**src/rtl/ssd_scan_mux.sv**
```systemverilog
// ssd_scan_mux: N-digit hex seven-segment scanner with frame-latched shadow value; optional SSD_BRIGHTNESS_EN duty control.
// Outputs are registered one clk behind the scan index; free-running, no backpressure.
module ssd_scan_mux #(
  parameter int NUM_DIGITS  = 4,
  parameter int REFRESH_DIV = 32
) (
  input  logic                    clk,
  input  logic                    reset,
  input  logic [4*NUM_DIGITS-1:0] value,
  input  logic [NUM_DIGITS-1:0]   dp_in,
  input  logic [NUM_DIGITS-1:0]   digit_en,
  input  logic                    blank_lz,
`ifdef SSD_BRIGHTNESS_EN
  input  logic [3:0]              brightness,
`endif
  output logic [6:0]              anodes,
  output logic                    dp_n,
  output logic [NUM_DIGITS-1:0]   digit_sel,
  output logic                    frame_done
);

  localparam int CW = (REFRESH_DIV > 1) ? $clog2(REFRESH_DIV) : 1;
  localparam int IW = $clog2(NUM_DIGITS);
  localparam logic [CW-1:0] CNT_LAST = CW'(REFRESH_DIV - 1);
  localparam logic [IW-1:0] IDX_LAST = IW'(NUM_DIGITS - 1);

  logic [CW-1:0]           cnt;
  logic [IW-1:0]           idx;
  logic [4*NUM_DIGITS-1:0] shadow;
  logic [NUM_DIGITS-1:0]   shadow_dp;
  logic                    slot_end;
  logic                    wrap;
  logic                    duty_on;

  logic [3:0]              nib;
  logic                    cur_dp;
  logic                    cur_en;
  logic [NUM_DIGITS-1:0]   sel_oh;
  logic [NUM_DIGITS-1:0]   lz_mask;
  logic                    blank;
  logic                    lit;

  function automatic logic [6:0] seg7(input logic [3:0] h);
    logic [6:0] s;
    case (h)
      4'h0: s = 7'h40;
      4'h1: s = 7'h79;
      4'h2: s = 7'h24;
      4'h3: s = 7'h30;
      4'h4: s = 7'h19;
      4'h5: s = 7'h12;
      4'h6: s = 7'h02;
      4'h7: s = 7'h78;
      4'h8: s = 7'h00;
      4'h9: s = 7'h10;
      4'hA: s = 7'h08;
      4'hB: s = 7'h03;
      4'hC: s = 7'h46;
      4'hD: s = 7'h21;
      4'hE: s = 7'h06;
      default: s = 7'h0E;
    endcase
    return s;
  endfunction

  assign slot_end   = (cnt == CNT_LAST);
  assign wrap       = slot_end && (idx == IDX_LAST);
  assign frame_done = wrap;

  always_ff @(posedge clk or negedge reset) begin
    if (!reset) begin
      cnt       <= '0;
      idx       <= '0;
      shadow    <= '0;
      shadow_dp <= '0;
    end else begin
      cnt <= slot_end ? '0 : cnt + 1'b1;
      if (slot_end) begin
        idx <= (idx == IDX_LAST) ? '0 : idx + 1'b1;
      end
      // Shadow only moves at the frame boundary so a frame never mixes two values.
      if (wrap) begin
        shadow    <= value;
        shadow_dp <= dp_in;
      end
    end
  end

`ifdef SSD_BRIGHTNESS_EN
  always_comb begin
    duty_on = int'(cnt) < (((int'(brightness) + 1) * REFRESH_DIV) / 16);
  end
`else
  assign duty_on = 1'b1;
`endif

  always_comb begin
    logic lz_run;
    nib     = 4'h0;
    cur_dp  = 1'b0;
    cur_en  = 1'b0;
    sel_oh  = '0;
    lz_mask = '0;
    lz_run  = 1'b1;
    // lz_mask[i] is set when nibbles from the top down to i are all zero.
    for (int i = NUM_DIGITS - 1; i >= 0; i--) begin
      lz_run     = lz_run & (shadow[4*i +: 4] == 4'h0);
      lz_mask[i] = lz_run;
    end
    for (int i = 0; i < NUM_DIGITS; i++) begin
      if (int'(idx) == i) begin
        nib       = shadow[4*i +: 4];
        cur_dp    = shadow_dp[i];
        cur_en    = digit_en[i];
        sel_oh[i] = 1'b1;
      end
    end
    blank = blank_lz && (idx != '0) && (|(lz_mask & sel_oh));
    lit   = cur_en && duty_on;
  end

  always_ff @(posedge clk or negedge reset) begin
    if (!reset) begin
      anodes    <= 7'h7F;
      dp_n      <= 1'b1;
      digit_sel <= '0;
    end else if (lit) begin
      digit_sel <= sel_oh;
      anodes    <= blank ? 7'h7F : seg7(nib);
      dp_n      <= ~cur_dp;
    end else begin
      digit_sel <= '0;
      anodes    <= 7'h7F;
      dp_n      <= 1'b1;
    end
  end

endmodule

```
**config.mk**
```make
export PLATFORM = sky130hd
export DESIGN_NAME = ssd_scan_mux
export DESIGN_NICKNAME = d
export VERILOG_FILES = /design/src/rtl/ssd_scan_mux.sv
export SDC_FILE = /design/constraint.sdc
export NUM_CORES = 1
export LEC_CHECK = 0
export CORE_UTILIZATION = 40
export CTS_BUF_LIST = sky130_fd_sc_hd__clkbuf_4 sky130_fd_sc_hd__clkbuf_8
export DETAILED_ROUTE_END_ITERATION = 6
export GPL_ROUTABILITY_DRIVEN = 0
export GPL_TIMING_DRIVEN = 0
export PLACE_DENSITY = 0.63
export SLEW_MARGIN = 30
export SYNTH_ARGS = -nofsm -noshare
export SYNTH_HDL_FRONTEND = slang
export SYNTH_SLANG_ARGS = --single-unit
```
**constraint.sdc**
```tcl
create_clock -name clk -period 2.8 [get_ports clk]
set_input_delay 0.28 -clock clk [delete_from_list [all_inputs] [get_ports clk]]
set_output_delay 0.28 -clock clk [all_outputs]
set_load 0.005 [all_outputs]
```
==> flow_summary.yaml, run 1 <==
outcome:
  outcome: "finished, final reports clean"
floorplanning:
  die_w_um: 72.8
  start_util_pct: 41.9
  die-area_um2: 5300
  num_rows: 25
  fp.dieH_um: 72.8
  ios: 40
  core_area_um2: 4790
finish:
  utilization_pct: 54.4
  layout-drive-gt1-share_pct: 28.7
  filler_cell_count: 429
  fin_cells: 276
  nets: 247
  diodes: 0
  area_growth_pct: 29.7
hold_path:
  min_path_cells: 1
  hp-class: "flop to flop"
drt:
  routed_wl_um: 4170
  drc: 0
  wl_per_cell_um: 15.1
  antenna_left: 0
  first_iter_violations: 44
  avgViaCountPerCell: 5.02
  vias: 1385
  firstDrtPassIters: 4
sta:
  hold_viol_final: 0
  fmax_ghz: 0.388
  finalSetupTns_ps: 0
  tightest_slew_ps: 493
  finalSetupViolations: 0
  rsz0062_at_grt: "false"
  maxSlewHeadroom_pct: 67.2
  min_period_ps: 2580
  finalMaxSlewViolations: 0
  finalCritPeriodShare_pct: 92.1
  skew_ps: 4.76
synth:
  netlist_area_um2: 2010
  synth_simple_gate_area_share_pct: 12.1
  synth-adder-area-share_pct: 7.49
  synth-seq-cells: 39
  synth_top_area_share_pct: 38.7
  synth.yosys.seq_area_share_pct: 49.2
  synth_top_cells_by_area: "dfrtp_1 39%, mux2_2 11%, dfstp_2 10%, ha_1 7.5%, nor2b_1 2.2%"
  synth_compound_area_share_pct: 14.1
  yosys_warnings: 0
  synth_ff_type: "dfrtp_1"
  yosysTopAreaCell: "dfrtp_1"
  synth_edf_count: 0
  async_reset_ff_share_pct: 100
  synth_top_family_by_area: "compound AO/OA/AOI/OAI gates"
  syn-num-nets: 200
  synth_cell_types: 45
  syn_inst: 161
  synth_mux_area_share_pct: 12.2
  synth-xor-area-share_pct: 0.873
  syn_area_per_cell_um2: 12.5
place:
  place_inst: 268
  dp_hpwl_um: 3210
  portBuffers: 39
setup_path:
  cp-end-kind: "output pin"
  max_stage_delay_ps: 440
  r2r_cells: 10
  crit_type: "flop to output pin"
  cp_num_cells: 7
  crit_buf_inv: 3
  path_delay_family: "buffers and inverters"
  critical_path.max_fanout: 10
  cp_cell_sequence: "ha_1 > and3_1 > ha_1 > nand2_1 > buf_2 > inv_1 > clkdlybuf4s50_1"
  critPathArrivalTime_ps: 2300
  worstSetupStartpointType: "flop"
  crit_top_cell: "ha_1"
  worstPathRequired_ps: 2520
  critPathSlowestCell: "clkdlybuf4s50_1"
pwr:
  swShare_pct: 22.5
  pwr-share-clk_pct: 33.2
  power.leakage_nw: 1.11
  p_switching_w: 0.000256
  power_frac_seq_pct: 53.9
  combPwrFrac_pct: 12.9
  p_int_w: 0.000882
  p_per_area_nw_per_um2: 438
  ir_drop_v: 0.000343
grt:
  use_met2_pct: 29.8
  grt_pass1_vias: 1531
  grt_use_met1_pct: 21.6
  gr-usage-all-layers_pct: 17.7
  grt_overflow: 0
  grt.busiest_layer: "met2"
  grt_start_max_net_pins: 21
  antenna_found_initial: 0
  gr-usage-met3_pct: 4.97
  grt_pass1_wl_um: 7040
cts:
  cts_max_path_buffers: 2
  htree_levels: 2
  clk_pin_slew_ps: 70
  cts_setup_buffers: 0
  clockRootBuffer: "clkbuf_8"
  worstSkewPairLatency_ps: 290
  cts_buffers: 5
  cts_tree: "yes"
  clkSinkCount: 39
flow_run:
  cap_viol_max_count: 0
[state kept, by name (all words and copies together) (netlist names)]
register	flops
digit_sel	4
shadow	16
dp_n	1
anodes	7
idx	2
cnt	5
shadow_dp	4
[cell families (layout without fill, tap and decap cells)]
group / after synthesis / after routing
adder cells (fa/ha/maj): 12 / 12
flip-flops: 39 / 39
AND/OR/NAND/NOR: 36 / 36
XOR/XNOR: 2 / 2
multiplexers: 22 / 22
buffers and inverters: 16 / 64
AO/OA/AOI/OAI: 34 / 34
[final timing paths]
check | startpoint | endpoint | slack, ps
min in group asynchronous | reset | digit_sel[2] | 490
max | cnt[0] | frame_done | 220
min reg2reg | shadow_dp[3] | dp_n | 470
min | shadow_dp[3] | dp_n | 470
max reg2reg | idx[0] | anodes[3] | 290
max in group asynchronous | reset | anodes[1] | 1780
[final cells by class]
| type | instances | area, µm² | share of cell area [%] |
|---|---|---|---|
| inverters | 10 | 37.5 | 1.44 |
| clock inverters | 1 | 5.00 | 0.192 |
| well taps | 67 | 83.8 | 3.22 |
| multi-input cells | 106 | 942 | 36.2 |
| clock buffers | 7 | 83.8 | 3.22 |
| repair buffers | 41 | 423 | 16.3 |
| plain buffers | 5 | 40.0 | 1.54 |
| flip-flops and latches | 39 | 986 | 37.9 |
[cells in the mapped netlist (2+ instances only)]
cell type / n
buf_2: 2
o22ai_1: 3
inv_1: 9
o221ai_1: 5
mux2i_1: 2
o21ai_0: 4
buf_6: 2
nand2_1: 6
nor2b_1: 7
a21oi_1: 7
mux2_2: 20
nor2_2: 2
nand2b_1: 2
ha_1: 12
nor2_1: 4
a22oi_1: 4
a21oi_2: 2
dfrtp_1: 31
nor3b_2: 2
dfstp_2: 8
o21ai_1: 2
nand3_1: 2
[per-layer routing]
| layer | share of wire (%) | wire (µm) |
|---|---|---|
| met1 | 43 | 1810 |
| met5 | 0 | 0 |
| met4 | 0.60 | 25 |
| met2 | 52 | 2180 |
| met3 | 3.8 | 158 |
[per-stage QoR]
step	instance area [µm²]	hold slack (ps)	power, W	setup WS [ps]
after floorplan	2010	-15.6	0.000679	632
after global placement	2480	424	0.000760	266
after detailed placement	2500	269	0.000771	121
after CTS	2600	475	0.00115	70.4
after global routing	2600	504	0.00120	79.6
final	2600	473	0.00114	221
[cells in the final DEF, fill, tap and decap left out, types with 3 or more instances in the layout]
cell type / n
mux2_2: 20
nor2_1: 4
a22oi_1: 4
clkbuf_8: 5
inv_1: 9
clkdlybuf4s50_1: 38
ha_1: 12
a21oi_2: 3
o221ai_1: 5
nor2b_1: 7
nand2_1: 6
buf_2: 3
dfstp_2: 8
o21ai_0: 4
o22ai_1: 3
a21oi_1: 6
dfrtp_1: 31
[power by group through the flow]
stage                     Sequential, W  Combinational, W  Clock (W)
after floorplan                0.000621         0.0000584          0
after global placement         0.000622          0.000138          0
after detailed placement       0.000624          0.000147          0
after CTS                      0.000613          0.000149   0.000393
after global routing           0.000616          0.000162   0.000418
final                          0.000613          0.000147   0.000378
[timing repair]
item,CTS,global route
hold buffers,1,0
endpoints found under the setup margin,0,6
resized for setup,0,1
hold endpoints to repair,13,0
No activity file was read; power rests on OpenSTA's default activity.
==> run 2: changes to the inputs <==
--- a/config.mk
+++ b/config.mk
@@ -10,7 +10,7 @@
 export DETAILED_ROUTE_END_ITERATION = 6
 export GPL_ROUTABILITY_DRIVEN = 0
 export GPL_TIMING_DRIVEN = 0
-export PLACE_DENSITY = 0.63
+export PLACE_DENSITY_LB_ADDON = 0.2
 export SLEW_MARGIN = 30
 export SYNTH_ARGS = -nofsm -noshare
 export SYNTH_HDL_FRONTEND = slang
==> flow_summary.yaml, run 2 (synthesized netlist as in run 1, its figures left out) <==
sta:
  rsz0062_at_grt: "false"
  finalCritPeriodShare_pct: 93.2
  finalMaxSlewViolations: 0
  skew_ps: 5.46
  fmax_ghz: 0.383
  hold_viol_final: 0
  finalSetupViolations: 0
  maxSlewHeadroom_pct: 70.7
  tightest_slew_ps: 440
  finalSetupTns_ps: 0
  min_period_ps: 2610
finish:
  nets: 247
  final_cell_mix: "38 x clkdlybuf4s50_1, 31 x dfrtp_1, 20 x mux2_2"
  diodes: 0
  reg_top3: "shadow: 16 flops, anodes: 7 flops, cnt: 5 flops"
  layout-drive-gt1-share_pct: 28.7
  largest-register: "shadow"
  area_growth_pct: 30.4
  final_common_cell: "clkdlybuf4s50_1"
  largest_reg_flops: 16
  fin_cells: 276
grt:
  antenna_found_initial: 0
  grt_pass1_wl_um: 6930
  grt_overflow: 0
  grt_pass1_vias: 1482
  grt_start_max_net_pins: 24
  gr-usage-all-layers_pct: 17.3
cts:
  cts_tree: "yes"
  htree_levels: 2
  clockRootBuffer: "clkbuf_8"
  clk_pin_slew_ps: 70
  worstSkewPairLatency_ps: 290
  clkSinkCount: 39
  cts_buffers: 5
  cts_max_path_buffers: 2
  cts_setup_buffers: 0
floorplanning:
  core_area_um2: 4790
  fp.dieH_um: 72.8
  ios: 40
  start_util_pct: 41.9
  die-area_um2: 5300
  die_w_um: 72.8
  num_rows: 25
setup_path:
  critPathArrivalTime_ps: 2330
  critical_path.max_fanout: 10
  r2r_cells: 10
  worstSetupStartpointType: "flop"
  crit_type: "flop to output pin"
  worstPathRequired_ps: 2520
  cp-end-kind: "output pin"
place:
  portBuffers: 39
  place_inst: 268
  dp_hpwl_um: 3150
pwr:
  ir_drop_v: 0.000270
  p_per_area_nw_per_um2: 451
  power.leakage_nw: 1.11
drt:
  antenna_left: 0
  routed_wl_um: 4080
  first_iter_violations: 18
  firstDrtPassIters: 4
  avgViaCountPerCell: 5.07
  drc: 0
  wl_per_cell_um: 14.8
  vias: 1399
outcome:
  outcome: "finished, final reports clean"
hold_path:
  hp-class: "flop to flop"
  min_path_cells: 1
flow_run:
  cap_viol_max_count: 0
[run 2: cell types whose count changed in the layout (fill, tap and decap cells not counted)]
cell,delta
clkinvlp_4,+1
clkbuf_4,-2
clkbuf_8,+2
clkinv_2,-1
[run 2: timing repair]
item                                    4_1_cts  5_1_grt
endpoints found under the setup margin        0        5
resized for setup                             0        1
hold buffers                                  1        0
endpoints found under the hold margin        10        0
[run 2: final cells by class]
class / count / area (µm²)
fillers: 421 / 2170
flip-flops and latches: 39 / 986
multi-input cells: 106 / 942
repair buffers: 41 / 423
clock buffers: 7 / 96.3
well taps: 67 / 83.8
plain buffers: 5 / 40.0
inverters: 10 / 37.5
clock inverters: 1 / 7.51
[run 2: stage by stage]
stage	utilization [%]	total power, W	cell area, µm²	worst slack (ps)	hold WS (ps)
finish	54.7	0.00118	2620	192	437
global route	54.7	0.00124	2620	28.3	457
CTS	54.7	0.00119	2620	66.7	437
detailed placement	52.3	0.000770	2500	187	241
global placement	51.8	0.000760	2480	275	417
floorplan	-	0.000679	2010	632	-15.6
[run 2: metal layers]
metal	global-route usage (%)	share of wire, %	up-vias
li1	-	-	672
met1	22.1	45	688
met2	29.0	51	35
met3	4.14	3.5	4
met4	5.45	0.81	0
met5	0	0	-
[run 2: where the power goes]
| part | internal (W) | total [W] | leakage, nW | switching (W) |
|---|---|---|---|---|
| Combinational | 0.0000901 | 0.000148 | 0.604 | 0.0000575 |
| Clock | 0.000224 | 0.000419 | 0.0505 | 0.000195 |
| Sequential | 0.000598 | 0.000612 | 0.454 | 0.0000147 |
| Total | 0.000912 | 0.00118 | 1.11 | 0.000267 |
[run 2: path summary, 6_finish.rpt]
kind                              start         end  slack, ps
hold reg to reg            shadow_dp[3]        dp_n        440
setup / recovery                 cnt[0]  frame_done        190
max in group asynchronous         reset   anodes[1]       1820
hold / removal             shadow_dp[3]        dp_n        440
min in group asynchronous         reset  shadow[13]        460
setup reg to reg                 idx[0]   anodes[3]        350
[run 2: worst max-delay path: stages, from the launching register on]
cell	delay, ps
dfrtp_1	410
ha_1	230
and3_1	190
ha_1	280
nand2_1	150
buf_2	270
inv_1	60
clkdlybuf4s50_1	440
==> run 3: changes to the inputs <==
--- a/config.mk
+++ b/config.mk
@@ -5,6 +5,9 @@
 export SDC_FILE = /design/constraint.sdc
 export NUM_CORES = 1
 export LEC_CHECK = 0
+export CELL_PAD_IN_SITES_DETAIL_PLACEMENT = 1
+export CELL_PAD_IN_SITES_GLOBAL_PLACEMENT = 1
+export CORE_MARGIN = 3
 export CORE_UTILIZATION = 40
 export CTS_BUF_LIST = sky130_fd_sc_hd__clkbuf_4 sky130_fd_sc_hd__clkbuf_8
 export DETAILED_ROUTE_END_ITERATION = 6
==> flow_summary.yaml, run 3 (synthesized netlist as in run 1, its figures left out) <==
hold_path:
  min_path_cells: 1
  hp-class: "flop to flop"
floorplanning:
  fp.dieH_um: 76.8
  die_w_um: 76.8
  die-area_um2: 5900
  start_util_pct: 41.9
  num_rows: 25
  ios: 40
  core_area_um2: 4790
sta:
  setup_slack_ps: 233
  finalCritPeriodShare_pct: 91.7
  hold_viol_final: 0
  rsz0062_at_grt: "false"
  skew_ps: 4.67
  finalMaxSlewViolations: 0
  finalSetupTns_ps: 0
  finalSetupViolations: 0
  fmax_ghz: 0.390
  tightest_slew_ps: 550
  min_period_ps: 2570
  maxSlewHeadroom_pct: 63.3
setup_path:
  critical_path.max_fanout: 10
  critPathArrivalTime_ps: 2290
  crit_top_cell: "ha_1"
  r2r_cells: 10
  cp-end-kind: "output pin"
  max_stage_delay_ps: 450
  path_delay_family: "buffers and inverters"
  critPathSlowestCell: "clkdlybuf4s50_1"
  worstPathRequired_ps: 2520
  crit_buf_inv: 3
  cp_cell_sequence: "ha_1 > and3_1 > ha_1 > nand2_1 > buf_2 > inv_1 > clkdlybuf4s50_1"
  cp_num_cells: 7
  crit_type: "flop to output pin"
  worstSetupStartpointType: "flop"
drt:
  routed_wl_um: 4640
  drc: 0
  first_iter_violations: 63
  antenna_left: 0
  avgViaCountPerCell: 5.10
  firstDrtPassIters: 4
  vias: 1408
  wl_per_cell_um: 16.8
finish:
  nets: 247
  final_common_cell: "clkdlybuf4s50_1"
  area_growth_pct: 30.4
  reg_top3: "shadow: 16 flops, anodes: 7 flops, cnt: 5 flops"
  largest-register: "shadow"
  multi_input_area_um2: 942
  filler_cell_count: 516
  final_cell_mix: "38 x clkdlybuf4s50_1, 31 x dfrtp_1, 20 x mux2_2"
  register_area_um2: 986
  largest_reg_flops: 16
  layout-drive-gt1-share_pct: 28.7
  diodes: 0
grt:
  grt_pass1_vias: 1574
  antenna_found_initial: 0
  grt_pass1_wl_um: 7870
  grt_start_max_net_pins: 24
  grt_overflow: 0
  gr-usage-all-layers_pct: 16.8
cts:
  cts_setup_buffers: 0
  clkSinkCount: 39
  clockRootBuffer: "clkbuf_8"
  cts_max_path_buffers: 2
  cts_tree: "yes"
  htree_levels: 2
  cts_buffers: 5
  clk_pin_slew_ps: 80
  worstSkewPairLatency_ps: 280
place:
  dp_hpwl_um: 3600
  dp_slack_ps: 124
  portBuffers: 39
flow_run:
  cap_viol_max_count: 0
pwr:
  p_per_area_nw_per_um2: 453
  power.leakage_nw: 1.11
  ir_drop_v: 0.000280
outcome:
  outcome: "finished, final reports clean"
## run 3: cell types whose count changed in the layout (fill, tap and decap cells not counted)
cell,previous run,this run
clkbuf_4,0,1
clkinvlp_4,1,0
## run 3: area by class of cell
class / count / share of cell area [%]
buffer: 5 / 1.53
tap: 67 / 3.20
timing repair buffer: 41 / 16.2
clock buffer: 8 / 3.97
inverter: 10 / 1.43
sequential: 39 / 37.7
multi-input combinational: 106 / 36.0
## run 3: worst paths after layout
check | endpoint | from | slack [ps]
worst max-delay path | frame_done | cnt[0] | 230
worst min-delay path | dp_n | shadow_dp[3] | 440
worst max register to register | anodes[3] | idx[0] | 270
worst min register to register | dp_n | shadow_dp[3] | 440
max in group asynchronous | dp_n | reset | 1720
min in group asynchronous | idx[1] | reset | 540
## run 3: repair_timing
item | in CTS | in global routing
endpoints found under the hold margin | 15 | 0
gates resized for setup | 0 | 1
endpoints found under the setup margin | 0 | 7
hold buffers | 1 | 0
## run 3: power breakdown
group          switching, W  internal [W]
Combinational     0.0000610     0.0000903
Clock              0.000186      0.000234
Sequential        0.0000156      0.000598
Total              0.000263      0.000923
## run 3: routing by layer
metal | share of wire, % | global-route usage [%] | up-vias
met4 | 0.99 | 5.07 | 0
met1 | 43 | 20.7 | 701
li1 | - | - | 665
met3 | 3.5 | 3.29 | 7
met2 | 52 | 29.5 | 35
met5 | 0 | 0 | -
## run 3: per-stage QoR
| stage | std cells | cell area [µm²] | utilization (%) | hold WS (ps) | total power [W] |
|---|---|---|---|---|---|
| floorplan | 161 | 2010 | - | -15.6 | 0.000679 |
| global placement | 267 | 2480 | 51.8 | 418 | 0.000761 |
| detailed placement | 268 | 2500 | 52.3 | 296 | 0.000774 |
| CTS | 277 | 2620 | 54.7 | 445 | 0.00120 |
| global route | 276 | 2620 | 54.7 | 485 | 0.00124 |
| finish | 276 | 2620 | 54.7 | 443 | 0.00119 |
## run 3: worst register-to-register path: stages (launching register included)
cell	delay (ps)
dfrtp_1	420
inv_1	130
ha_1	390
and2b_1	260
a22oi_1	130
a21oi_2	330
inv_1	140
ha_1	340
a21oi_1	120
o21ai_0	90
o211ai_1	120
